File: src/rtl/bird_physics.sv
// Flappy-bird vertical physics and game-state controller; game steps come from
// a divided tick sampled as data, flaps from a raw button.
module bird_physics #(
  parameter int Y_START   = 240,
  parameter int Y_MAX     = 464,
  parameter int GRAVITY   = 1,
  parameter int FLAP_VEL  = -8,
  parameter int V_MAX     = 8,
  parameter int DEAD_HOLD = 50
) (
  input  logic       clk,
  input  logic       rst,
  input  logic       clk_100,
  input  logic       btn_flap,
  input  logic       hit,
  output logic [9:0] bird_y,
  output logic [1:0] state,
  output logic       step
);

  localparam logic [1:0] IDLE = 2'b00;
  localparam logic [1:0] PLAY = 2'b01;
  localparam logic [1:0] DEAD = 2'b10;

  localparam logic        [9:0]  YST10  = 10'(Y_START);
  localparam logic        [9:0]  YMAX10 = 10'(Y_MAX);
  localparam logic signed [10:0] YMAX11 = 11'(Y_MAX);
  localparam logic signed [6:0]  GRAV7  = 7'(GRAVITY);
  localparam logic signed [6:0]  VMAX7  = 7'(V_MAX);
  localparam logic signed [5:0]  FLAP6  = 6'(FLAP_VEL);
  localparam logic        [5:0]  HOLD6  = 6'(DEAD_HOLD);

  logic [2:0]        s_q, b_q;
  logic [1:0]        state_q, state_d;
  logic [9:0]        y_q, y_d;
  logic signed [5:0] v_q, v_d;
  logic              pend_q, pend_d;
  logic [5:0]        dcnt_q, dcnt_d;
  logic              step_q;

  logic               step_int, flap_edge;
  logic signed [6:0]  v_inc;
  logic signed [5:0]  v_nxt;
  logic signed [10:0] y_sum;

  assign step_int  = s_q[1] & ~s_q[2];
  assign flap_edge = b_q[1] & ~b_q[2];

  // Velocity and position sums are widened so saturation and ceiling/floor
  // tests never see a wrapped value.
  always_comb begin
    v_inc = {v_q[5], v_q} + GRAV7;
    if (pend_q || flap_edge)
      v_nxt = FLAP6;
    else if (v_inc > VMAX7)
      v_nxt = VMAX7[5:0];
    else
      v_nxt = v_inc[5:0];
    y_sum = $signed({1'b0, y_q}) + {{5{v_nxt[5]}}, v_nxt};
  end

  always_comb begin
    state_d = state_q;
    y_d     = y_q;
    v_d     = v_q;
    pend_d  = pend_q;
    dcnt_d  = dcnt_q;
    case (state_q)
      IDLE: begin
        y_d    = YST10;
        v_d    = '0;
        dcnt_d = '0;
        if (flap_edge) begin
          state_d = PLAY;
          pend_d  = 1'b1;
        end
      end
      PLAY: begin
        if (hit) begin
          state_d = DEAD;
          pend_d  = 1'b0;
          dcnt_d  = '0;
        end else if (step_int) begin
          pend_d = 1'b0;
          if (y_sum[10]) begin
            y_d = '0;
            v_d = '0;
          end else if (y_sum >= YMAX11) begin
            y_d     = YMAX10;
            v_d     = '0;
            state_d = DEAD;
            dcnt_d  = '0;
          end else begin
            y_d = y_sum[9:0];
            v_d = v_nxt;
          end
        end else if (flap_edge) begin
          pend_d = 1'b1;
        end
      end
      DEAD: begin
        if (flap_edge && dcnt_q == HOLD6) begin
          state_d = IDLE;
          y_d     = YST10;
          v_d     = '0;
          dcnt_d  = '0;
          pend_d  = 1'b0;
        end else if (step_int && dcnt_q < HOLD6) begin
          dcnt_d = dcnt_q + 6'd1;
        end
      end
      default: begin
        state_d = IDLE;
        y_d     = YST10;
        v_d     = '0;
        pend_d  = 1'b0;
        dcnt_d  = '0;
      end
    endcase
  end

  always_ff @(posedge clk) begin
    if (rst) begin
      s_q     <= '0;
      b_q     <= '0;
      state_q <= IDLE;
      y_q     <= YST10;
      v_q     <= '0;
      pend_q  <= 1'b0;
      dcnt_q  <= '0;
      step_q  <= 1'b0;
    end else begin
      s_q     <= {s_q[1:0], clk_100};
      b_q     <= {b_q[1:0], btn_flap};
      state_q <= state_d;
      y_q     <= y_d;
      v_q     <= v_d;
      pend_q  <= pend_d;
      dcnt_q  <= dcnt_d;
      step_q  <= step_int;
    end
  end

  assign bird_y = y_q;
  assign state  = state_q;
  assign step   = step_q;

endmodule

File: config.mk
export PLATFORM = sky130hd
export DESIGN_NAME = bird_physics
export DESIGN_NICKNAME = d
export VERILOG_FILES = /design/src/rtl/bird_physics.sv
export SDC_FILE = /design/constraint.sdc
export NUM_CORES = 1
export LEC_CHECK = 0
export CAP_MARGIN = 20
export CORE_ASPECT_RATIO = 0.7
export CORE_MARGIN = 1.5
export CORE_UTILIZATION = 62
export CTS_CLUSTER_SIZE = 14
export DETAILED_ROUTE_END_ITERATION = 10
export PLACE_DENSITY = 0.85
export SLEW_MARGIN = 5
export SYNTH_ARGS = -nofsm -noshare
export SYNTH_HDL_FRONTEND = slang
export SYNTH_SLANG_ARGS = --single-unit
File: constraint.sdc
create_clock -name clk -period 8.5 [get_ports clk]
set_input_delay 1.7 -clock clk [delete_from_list [all_inputs] [get_ports clk]]
set_output_delay 1.7 -clock clk [all_outputs]
set_load 0.02 [all_outputs]
# Word-level counts from Yosys, hierarchy flattened
# Index checks and enable logic that the tools add are counted.
[op_classes] n_lt_le_gt_ge=3 reduce_logical=7 n_mux=33 addsub=3 eq_ne=11 bitwise=4
[ops] op="$mux W6" count=13
[ops] op="$mux W10" count=5
[ops] op="$pmux W6 S2" count=2
[ops] op="$pmux W10 S2" count=1
[ops] op="$mux W2" count=6
[ops] op="$ne A3 B3 Y1 const B" count=4
[ops] op="$add A10 B11 Y11" count=1
[ops] op="$ge A11 B10 Y1 const B" count=1
[ops] op="$ne A2 B2 Y1 const B" count=4
[ops] op="$add A6 B2 Y7 const B" count=1
[ops] op="$gt A7 B5 Y1 const B" count=1
[ops] op="$add A6 B1 Y6 const B" count=1
[ops] op="$eq A6 B6 Y1 const B" count=1
[ops] op="$lt A6 B6 Y1 const B" count=1
[ops] op="$pmux W2 S3" count=1
[ops] op="$reduce_and A5 Y1" count=1
[ops] op="$mux W1" count=4
[ops] op="$reduce_and A4 Y1" count=1
[ops] op="$pmux W1 S3" count=1
[ops] op="$reduce_and A3 Y1" count=1
[ops] op="$and A1 B1 Y1" count=2
[ops] op="$eq A2 B1 Y1 const B" count=1
[ops] op="$eq A2 B2 Y1 const B" count=1
[ops] op="$logic_and A1 B1 Y1" count=2
[ops] op="3 further kinds" count=4
[word_totals] output_inout_bits=13 elab_cells=69 register_bits=32 in_bits=5

# Logic depth before layout (Yosys ltp)
# Gate-level depths: netlist of run 1.
[depth] depth_word=11 mapped_depth=18 mapped_depth_nobuf=17

# Least setup slack after synthesis of run 1
# Ideal clock, no wire load.
[synth_timing] path_kind="register -> register" startpoint="reg v_q[0]" endpoint="reg dcnt_q[5]" setup_time_ps=86 required_time_ps=8414 n_path_buf=1 path_stages_with_launch=19 arrival_time_ps=3816 period_less_slack_ps=3902 slack_ps=4598 path_cell_list="dfxtp_1 ha_1 nand2_1 and3_1 nor3_1 a2111oi_0 a41oi_1 nor2_1 ha_1 fa_1 a21o_1 a221oi_4 o221ai_2 a21oi_4 xor2_2 a211oi_2 or3_1 buf_6 a221oi_2"
[synth_via] elab_chain_len=8 elab_cells_between_ends=9 cone_classes="2 x add/sub; 2 x order compare; 2 x eq/ne; 2 x mux; 1 x reduce/logical"
[synth_lines] element="from (decl)" line="36" rtl="logic signed [5:0] v_q, v_d;"
[synth_lines] element="from (signal assigned)" line="137" rtl="v_q <= v_d;"
[synth_lines] element="$add A6 B2 Y7 *" line="52" rtl="v_inc = {v_q[5], v_q} + GRAV7;"
[synth_lines] element="$gt A7 B5 Y1" line="55" rtl="else if (v_inc > VMAX7)"
[synth_lines] element="$mux W6 *" line="55"
[synth_lines] element="$mux W6 *" line="53" rtl="if (pend_q || flap_edge)"
[synth_lines] element="$add A10 B11 Y11 *" line="59" rtl="y_sum = $signed({1'b0, y_q}) + {{5{v_nxt[5]}}, v_nxt};"
[synth_lines] element="$ge A11 B10 Y1" line="88" rtl="end else if (y_sum >= YMAX11) begin"
[synth_lines] element="$ne A3 B3 Y1 (no line)"
[synth_lines] element="$reduce_and A4 Y1 (no line) *"
[synth_lines] element="to (signal assigned)" line="139" rtl="dcnt_q <= dcnt_d;"
[synth_lines] element="to (decl)" line="38" rtl="logic [5:0] dcnt_q, dcnt_d;"
# Mark *: on every way between the ends. The rest lies on a longest branch, timed or not.
# A chain may end at the register's enable or synchronous reset.

# Worst setup path in the final report of run 1
[layout_timing] startpoint="reg v_q[0]" endpoint="reg dcnt_q[1]"
# Same word-level chain as after synthesis.

==> results.toml, run 1 <==
[sta]
skew_ns = 0.005142
rsz0062_at_grt = "no"
worst_slew_pin_slew_ns = 0.8225
period_needed_ns = 4.480
hold_viol_final = 0
period_share = 0.5271
setup_viol_count_final = 0
fmax_mhz = 223.2
tns_ns = 0
maxSlewHeadroom = 0.4505
slew_violations = 0

[pwr]
total_power_uw = 348.6
p_seq_frac = 0.445
p_sw_uw = 95.66
p_comb_frac = 0.200
p_clk_frac = 0.355
p_int_uw = 252.9
powerDensity_mw_per_mm2 = 148.1
vdd_drop_max_v = 0.0001291
p_leak_nw = 0.8859
switching_share = 0.2744

[cells_and_area]
fin_area_mm2 = 0.002354
layout.nets = 276
antennaDiodeCount = 0
fin_cells = 294
final_common_cell = "dfxtp_1"
most-common-layout-cells = "dfxtp_1, nor2_1, clkdlybuf4s50_1"
drive_above_1_share = 0.08984
fillers = 236
area_growth_pct = 13.31

[place]
dp_cells = 287
portBuffers = 17
dp_hpwl_um = 3263
place_area_mm2 = 0.002257
gp_congestion = 0.8871

[worst_setup_path]
r2r_end = "dcnt_q[1]"
worst_setup_path_endpoint = "dcnt_q[1]"
reg2reg_slack_ns = 4.02
r2r_start = "v_q[0]"
crit_type = "reg -> reg"
crit_path_max_fanout = 7
cp-end-kind = "flip-flop"
r2r_cells = 15
critPathLaunchType = "flip-flop"
arrival_ns = 4.62
required_ns = 8.64
critPathLaunch = "v_q[0]"

[routing]
ant_nets = 0
initialDrtViolationCount = 147
route.detailed.drc = 0
routedWlPerCell_um = 15.01
vias = 1809
vias_per_cell = 6.153
routed_wl_um = 4414
first_pass_iters = 4

[clock_tree]
htreeDepth = 2
cts_buffer_depth = 2
cts_num_sinks = 32
cts_hold_buffers = 0
cts_resized = 0
cts_root_buf = "clkbuf_8"
clk_pin_slew_ns = 0.06
cts_tree = "yes"
numCtsBuffers = 5
insertion_delay_ns = 0.28
postCtsSetupRepairBufs = 0

[synthesis]
async_flop_share = 0
syn_nets = 259
avgSynthCellArea_um2 = 8.690
synth_area_mm2 = 0.002077
synth_warnings = 0
ys_seq_area_frac = 0.3084
synth_edf_count = 0
synthCells = 239
synth.distinct_cells = 54
ys.flop_type = "dfxtp_1"
synth-seq-cells = 32

[job]
maxCapViolCount = 0

[floorplanning]
coreArea_mm2 = 0.003169
initial_core_util = 0.6553
die_h_um = 51.43
die_w_um = 72.18
io_pins = 18
die_area_mm2 = 0.003712
rows = 17

[grt]
grt_pass1_vias = 1626
antenna_found_initial = 0
grt_pass1_wl_um = 7514
grt.total_usage = 0.2662
grt_max_degree = 26
grt_overflow_total = 0

[min_path]
hp-class = "reg -> reg"

[status]
status = "finished clean"
==> metrics by stage <==
step / worst slack [ns] / hold WS [ns] / util
after floorplan: 4.598 / 0.4059 / -
after global placement: 4.179 / 0.4177 / 0.7122
after detailed placement: 4.051 / 0.4221 / 0.7122
after CTS: 4.050 / 0.4310 / 0.7426
after global routing: 3.595 / 0.4676 / 0.7426
final: 4.020 / 0.4288 / 0.7426
==> Yosys cell counts (5+ instances only) <==
library cell | count | area, um2
nand2b_1 | 5 | 31.28
a311oi_2 | 5 | 75.07
a22o_1 | 7 | 61.31
or3_1 | 6 | 37.54
xor2_1 | 8 | 70.07
nor2b_1 | 12 | 75.07
o21ai_0 | 12 | 60.06
dfxtp_1 | 32 | 640.6
ha_1 | 14 | 175.2
nor2_1 | 25 | 93.84
nand2_1 | 15 | 56.30
inv_1 | 8 | 30.03
nand3_1 | 9 | 45.04
clkbuf_1 | 6 | 22.52
a21oi_1 | 15 | 75.07
==> state kept, by name, indices dropped and copies added (netlist names) <==
signal  cells
b_q         3
bird_y     10
dcnt_q      6
pend_q      1
s_q         3
state       2
step        1
v_q         6
==> worst min-delay path by stage <==
stage               slack [ns]     end    from  cells after the start
detailed placement        0.42    step  s_q[2]                      1
CTS                       0.43    step  s_q[2]                      1
finish                    0.43    step  s_q[2]                      1
floorplan                 0.41    step  s_q[2]                      1
global route              0.47  b_q[1]  b_q[0]                      1
global placement          0.42    step  s_q[2]                      1
==> worst max-delay path, cell delays in order, from the launching register on <==
cell and delay [ns]:
dfxtp_1 0.35, ha_1 0.25, nand2_1 0.11, and3_1 0.16, nor3_1 0.04, a2111oi_0 0.57, o21ai_0 0.33, ha_1 0.43
and3_1 0.20, a221oi_4 0.33, o22ai_1 0.15, a211oi_1 0.29, nand4_1 0.24, a211oi_2 0.34, or3_1 0.38, a311oi_2 0.16
==> cell type report <==
| class | count | area (um2) | area share |
|---|---|---|---|
| Tap cell | 38 | 47.55 | 0.02020 |
| Sequential cell | 32 | 640.6 | 0.2722 |
| Inverter | 8 | 30.03 | 0.01276 |
| Timing Repair Buffer | 18 | 177.7 | 0.07549 |
| Clock buffer | 7 | 96.34 | 0.04094 |
| Multi-Input combinational cell | 191 | 1361 | 0.5784 |
==> metal layers <==
metal	global-route usage	routed length, um	up-vias	part of all wire
met1	0.3864	2181	831	0.49
met2	0.3904	1854	61	0.42
met5	0	0	-	0
met4	0.07547	49	0	0.011
met3	0.06509	328	8	0.074
li1	-	-	909	-
==> power by group through the flow <==
stage          Combinational [mW]  Sequential, mW  Clock (mW)
2_1_floorplan              0.0533           0.159           0
3_3_place_gp               0.0681           0.158           0
3_5_place_dp               0.0683           0.158           0
4_1_cts                    0.0689           0.155       0.126
5_1_grt                    0.0770           0.155       0.134
6_report                   0.0696           0.155       0.124
==> logic make-up after synthesis <==
group,count (synthesis),share of synthesized area
AND/OR/NAND/NOR,92,0.2277
AO/OA/AOI/OAI,69,0.2626
adder cells (fa/ha/maj),15,0.09398
XOR/XNOR,14,0.06627
buffers and inverters,16,0.03614
flip-flops,32,0.3084
multiplexers,1,0.004819
Note: power is estimated with default switching activity, not from simulation.
==> run 2, diff against run 1 <==
--- a/config.mk
+++ b/config.mk
@@ -8,10 +8,10 @@
 export CAP_MARGIN = 20
 export CORE_ASPECT_RATIO = 0.7
 export CORE_MARGIN = 1.5
-export CORE_UTILIZATION = 62
+export CORE_UTILIZATION = 52
 export CTS_CLUSTER_SIZE = 14
 export DETAILED_ROUTE_END_ITERATION = 10
-export PLACE_DENSITY = 0.85
+export PLACE_DENSITY = 0.76
 export SLEW_MARGIN = 5
 export SYNTH_ARGS = -nofsm -noshare
 export SYNTH_HDL_FRONTEND = slang
==> constraint.sdc (replaced) <==
create_clock -name clk -period 3.8 [get_ports clk]
set_input_delay 0.76 -clock clk [delete_from_list [all_inputs] [get_ports clk]]
set_output_delay 0.76 -clock clk [all_outputs]
set_load 0.02 [all_outputs]
==> run 2 against run 1 <==
Net effect: the flow now finishes with violations (negative setup slack); combinational power rose to 3.4 times the previous value; power grew to 2.6 times the previous value; sequential cell count unchanged; setup slack worse by 4.1 ns; critical path depth up 2; first-iteration DRC count increased by 19%; clock skew rose by 0.0031 ns; core utilization up 5.0 points; die area is 18% higher.
==> results.toml, run 2 (same netlist as run 1, synthesis figures left out) <==
[place]
gp_congestion = 0.9090
place_area_mm2 = 0.002481
dp_cells = 326
dp_hpwl_um = 3709
portBuffers = 17

[clock_tree]
numCtsBuffers = 5
cts_tree = "yes"
insertion_delay_ns = 0.29
htreeDepth = 2
clk_pin_slew_ns = 0.08
cts_buffer_depth = 2
cts_root_buf = "clkbuf_8"
cts_hold_buffers = 0
cts_num_sinks = 32

[worst_setup_path]
crit_chain = "and3_4 > buf_6 > nand3_4 > xor2_2 > a41oi_4 > buf_4 > nor2b_4 > fa_2 > a21o_1 > a221oi_4 > and3b_1 > a211oi_2 > nand4_1 > a211oi_2 > or3_1 > buf_6 > a311oi_2"
crit_path_max_fanout = 7
r2r_end = "dcnt_q[3]"
r2r_start = "v_q[1]"
crit_type = "reg -> reg"
cpPeakStageDelay_ns = 0.37
r2r_cells = 17
reg2reg_slack_ns = -0.07
required_ns = 4.00
cp-end-kind = "flip-flop"
arrival_ns = 4.08
critPathLaunchType = "flip-flop"
cp_slowest_cell = "dfxtp_4"

[sta]
skew_ns = 0.008254
period_needed_ns = 3.874
setup_viol_count_final = 14
fmax_mhz = 258.1
hold_viol_final = 0
tns_ns = -0.4270
slew_violations = 0
rsz0062_at_grt = "yes"
maxSlewHeadroom = 0.4591
layout_setup_ws_ns = -0.07388
period_share = 1.019
worst_slew_pin_slew_ns = 0.8095

[min_path]
min_from = "s_q[2]"
min_path_cells = 1
hp-class = "reg -> reg"
holdPathEnd = "step"

[cells_and_area]
final_common_cell = "buf_4"
drive_above_1_share = 0.3219
most-common-layout-cells = "buf_4, dfxtp_1, nor2_1"
largest_register_ffs = 10
fin_cells = 342
utilization = 0.7928
fillers = 245
fin_area_mm2 = 0.002910
antennaDiodeCount = 0
layout.nets = 311
area_growth_pct = 40.12

[pwr]
p_leak_nw = 1.109
vdd_drop_max_v = 0.0002848
p_comb_frac = 0.258
powerDensity_mw_per_mm2 = 315.9
p_seq_frac = 0.376
p_sw_uw = 272.9
switching_share = 0.2968
p_int_uw = 646.4
p_clk_frac = 0.366
total_power_uw = 919.3

[floorplanning]
die_h_um = 55.88
coreArea_mm2 = 0.003671
initial_core_util = 0.5658
die_w_um = 78.54
io_pins = 18
die_area_mm2 = 0.004388
rows = 18

[status]
status = "finished with violations"
violations = "negative setup slack"

[routing]
initialDrtViolationCount = 175
first_pass_iters = 4
vias_per_cell = 5.781
routedWlPerCell_um = 17.38
ant_nets = 0
routed_wl_um = 5944
vias = 1977
route.detailed.drc = 0

[grt]
grt_pass1_vias = 1841
grt_max_degree = 17
grt.total_usage = 0.2666
grt_pass1_wl_um = 9004
antenna_found_initial = 0
grt_overflow_total = 0

[job]
maxCapViolCount = 0
==> run 2: cell types whose count changed in the layout (fill, tap and decap cells not counted), sizes merged <==
cell	change
clkinvlp	+1
buf	+35
bufinv	+1
clkbuf	-2
clkinv	+1
==> run 2: final cells by class <==
class / count / area (um2) / area share
clock buffer: 5 / 68.82 / 0.02365
clock inverter: 3 / 42.54 / 0.01462
inverter: 8 / 30.03 / 0.01032
multi-input combinational: 191 / 1602 / 0.5503
sequential: 32 / 653.1 / 0.2244
tap: 50 / 62.56 / 0.02150
timing repair buffer: 53 / 451.7 / 0.1552
==> run 2: worst max path at each step <==
stage	start	end	slack [ns]	cells after the start
after floorplan	v_q[1]	dcnt_q[5]	0.02	18
after global placement	v_q[2]	dcnt_q[2]	-0.18	17
after detailed placement	v_q[1]	dcnt_q[0]	-0.29	19
after CTS	v_q[1]	dcnt_q[3]	0.0003	16
after global routing	b_q[1]	dcnt_q[4]	-0.24	15
final	v_q[1]	dcnt_q[3]	-0.07	17
==> run 2: worst max-delay path: cells and delay by family, from the launching register on <==
kind | cells | cell delay, ns
AND/OR/NAND/NOR | 6 | 1.12
XOR/XNOR | 1 | 0.21
AO/OA/AOI/OAI | 6 | 1.27
adder cells (fa/ha/maj) | 1 | 0.36
flip-flops | 1 | 0.37
buffers and inverters | 3 | 0.45
==> run 2: power groups by stage <==
stage | Clock [mW] | Sequential, mW | Combinational (mW)
6_report | 0.336 | 0.345 | 0.238
5_1_grt | 0.351 | 0.346 | 0.255
4_1_cts | 0.334 | 0.346 | 0.197
3_5_place_dp | 0 | 0.354 | 0.184
3_3_place_gp | 0 | 0.354 | 0.182
2_1_floorplan | 0 | 0.356 | 0.119
==> run 2: metal layers <==
layer  share of wire  GRT usage
met1            0.46     0.3491
met2            0.46     0.4200
met3           0.051    0.06885
met4           0.022     0.1020
met5               0          0
==> run 2: repair_timing <==
action | in CTS | in global routing
pin swaps | 10 | 21
cloned | 0 | 0
buffers inserted | 2 | 7
setup endpoints to repair | 21 | 21
gates resized for setup | 31 | 24
==> run 2: per-stage QoR <==
step / setup WS (ns) / hold WS (ns)
floorplan: 0.02049 / 0.4059
global route: -0.2360 / 0.4410
detailed placement: -0.2925 / 0.4224
CTS: 0.0002975 / 0.4333
finish: -0.07388 / 0.4303
global placement: -0.1821 / 0.4167
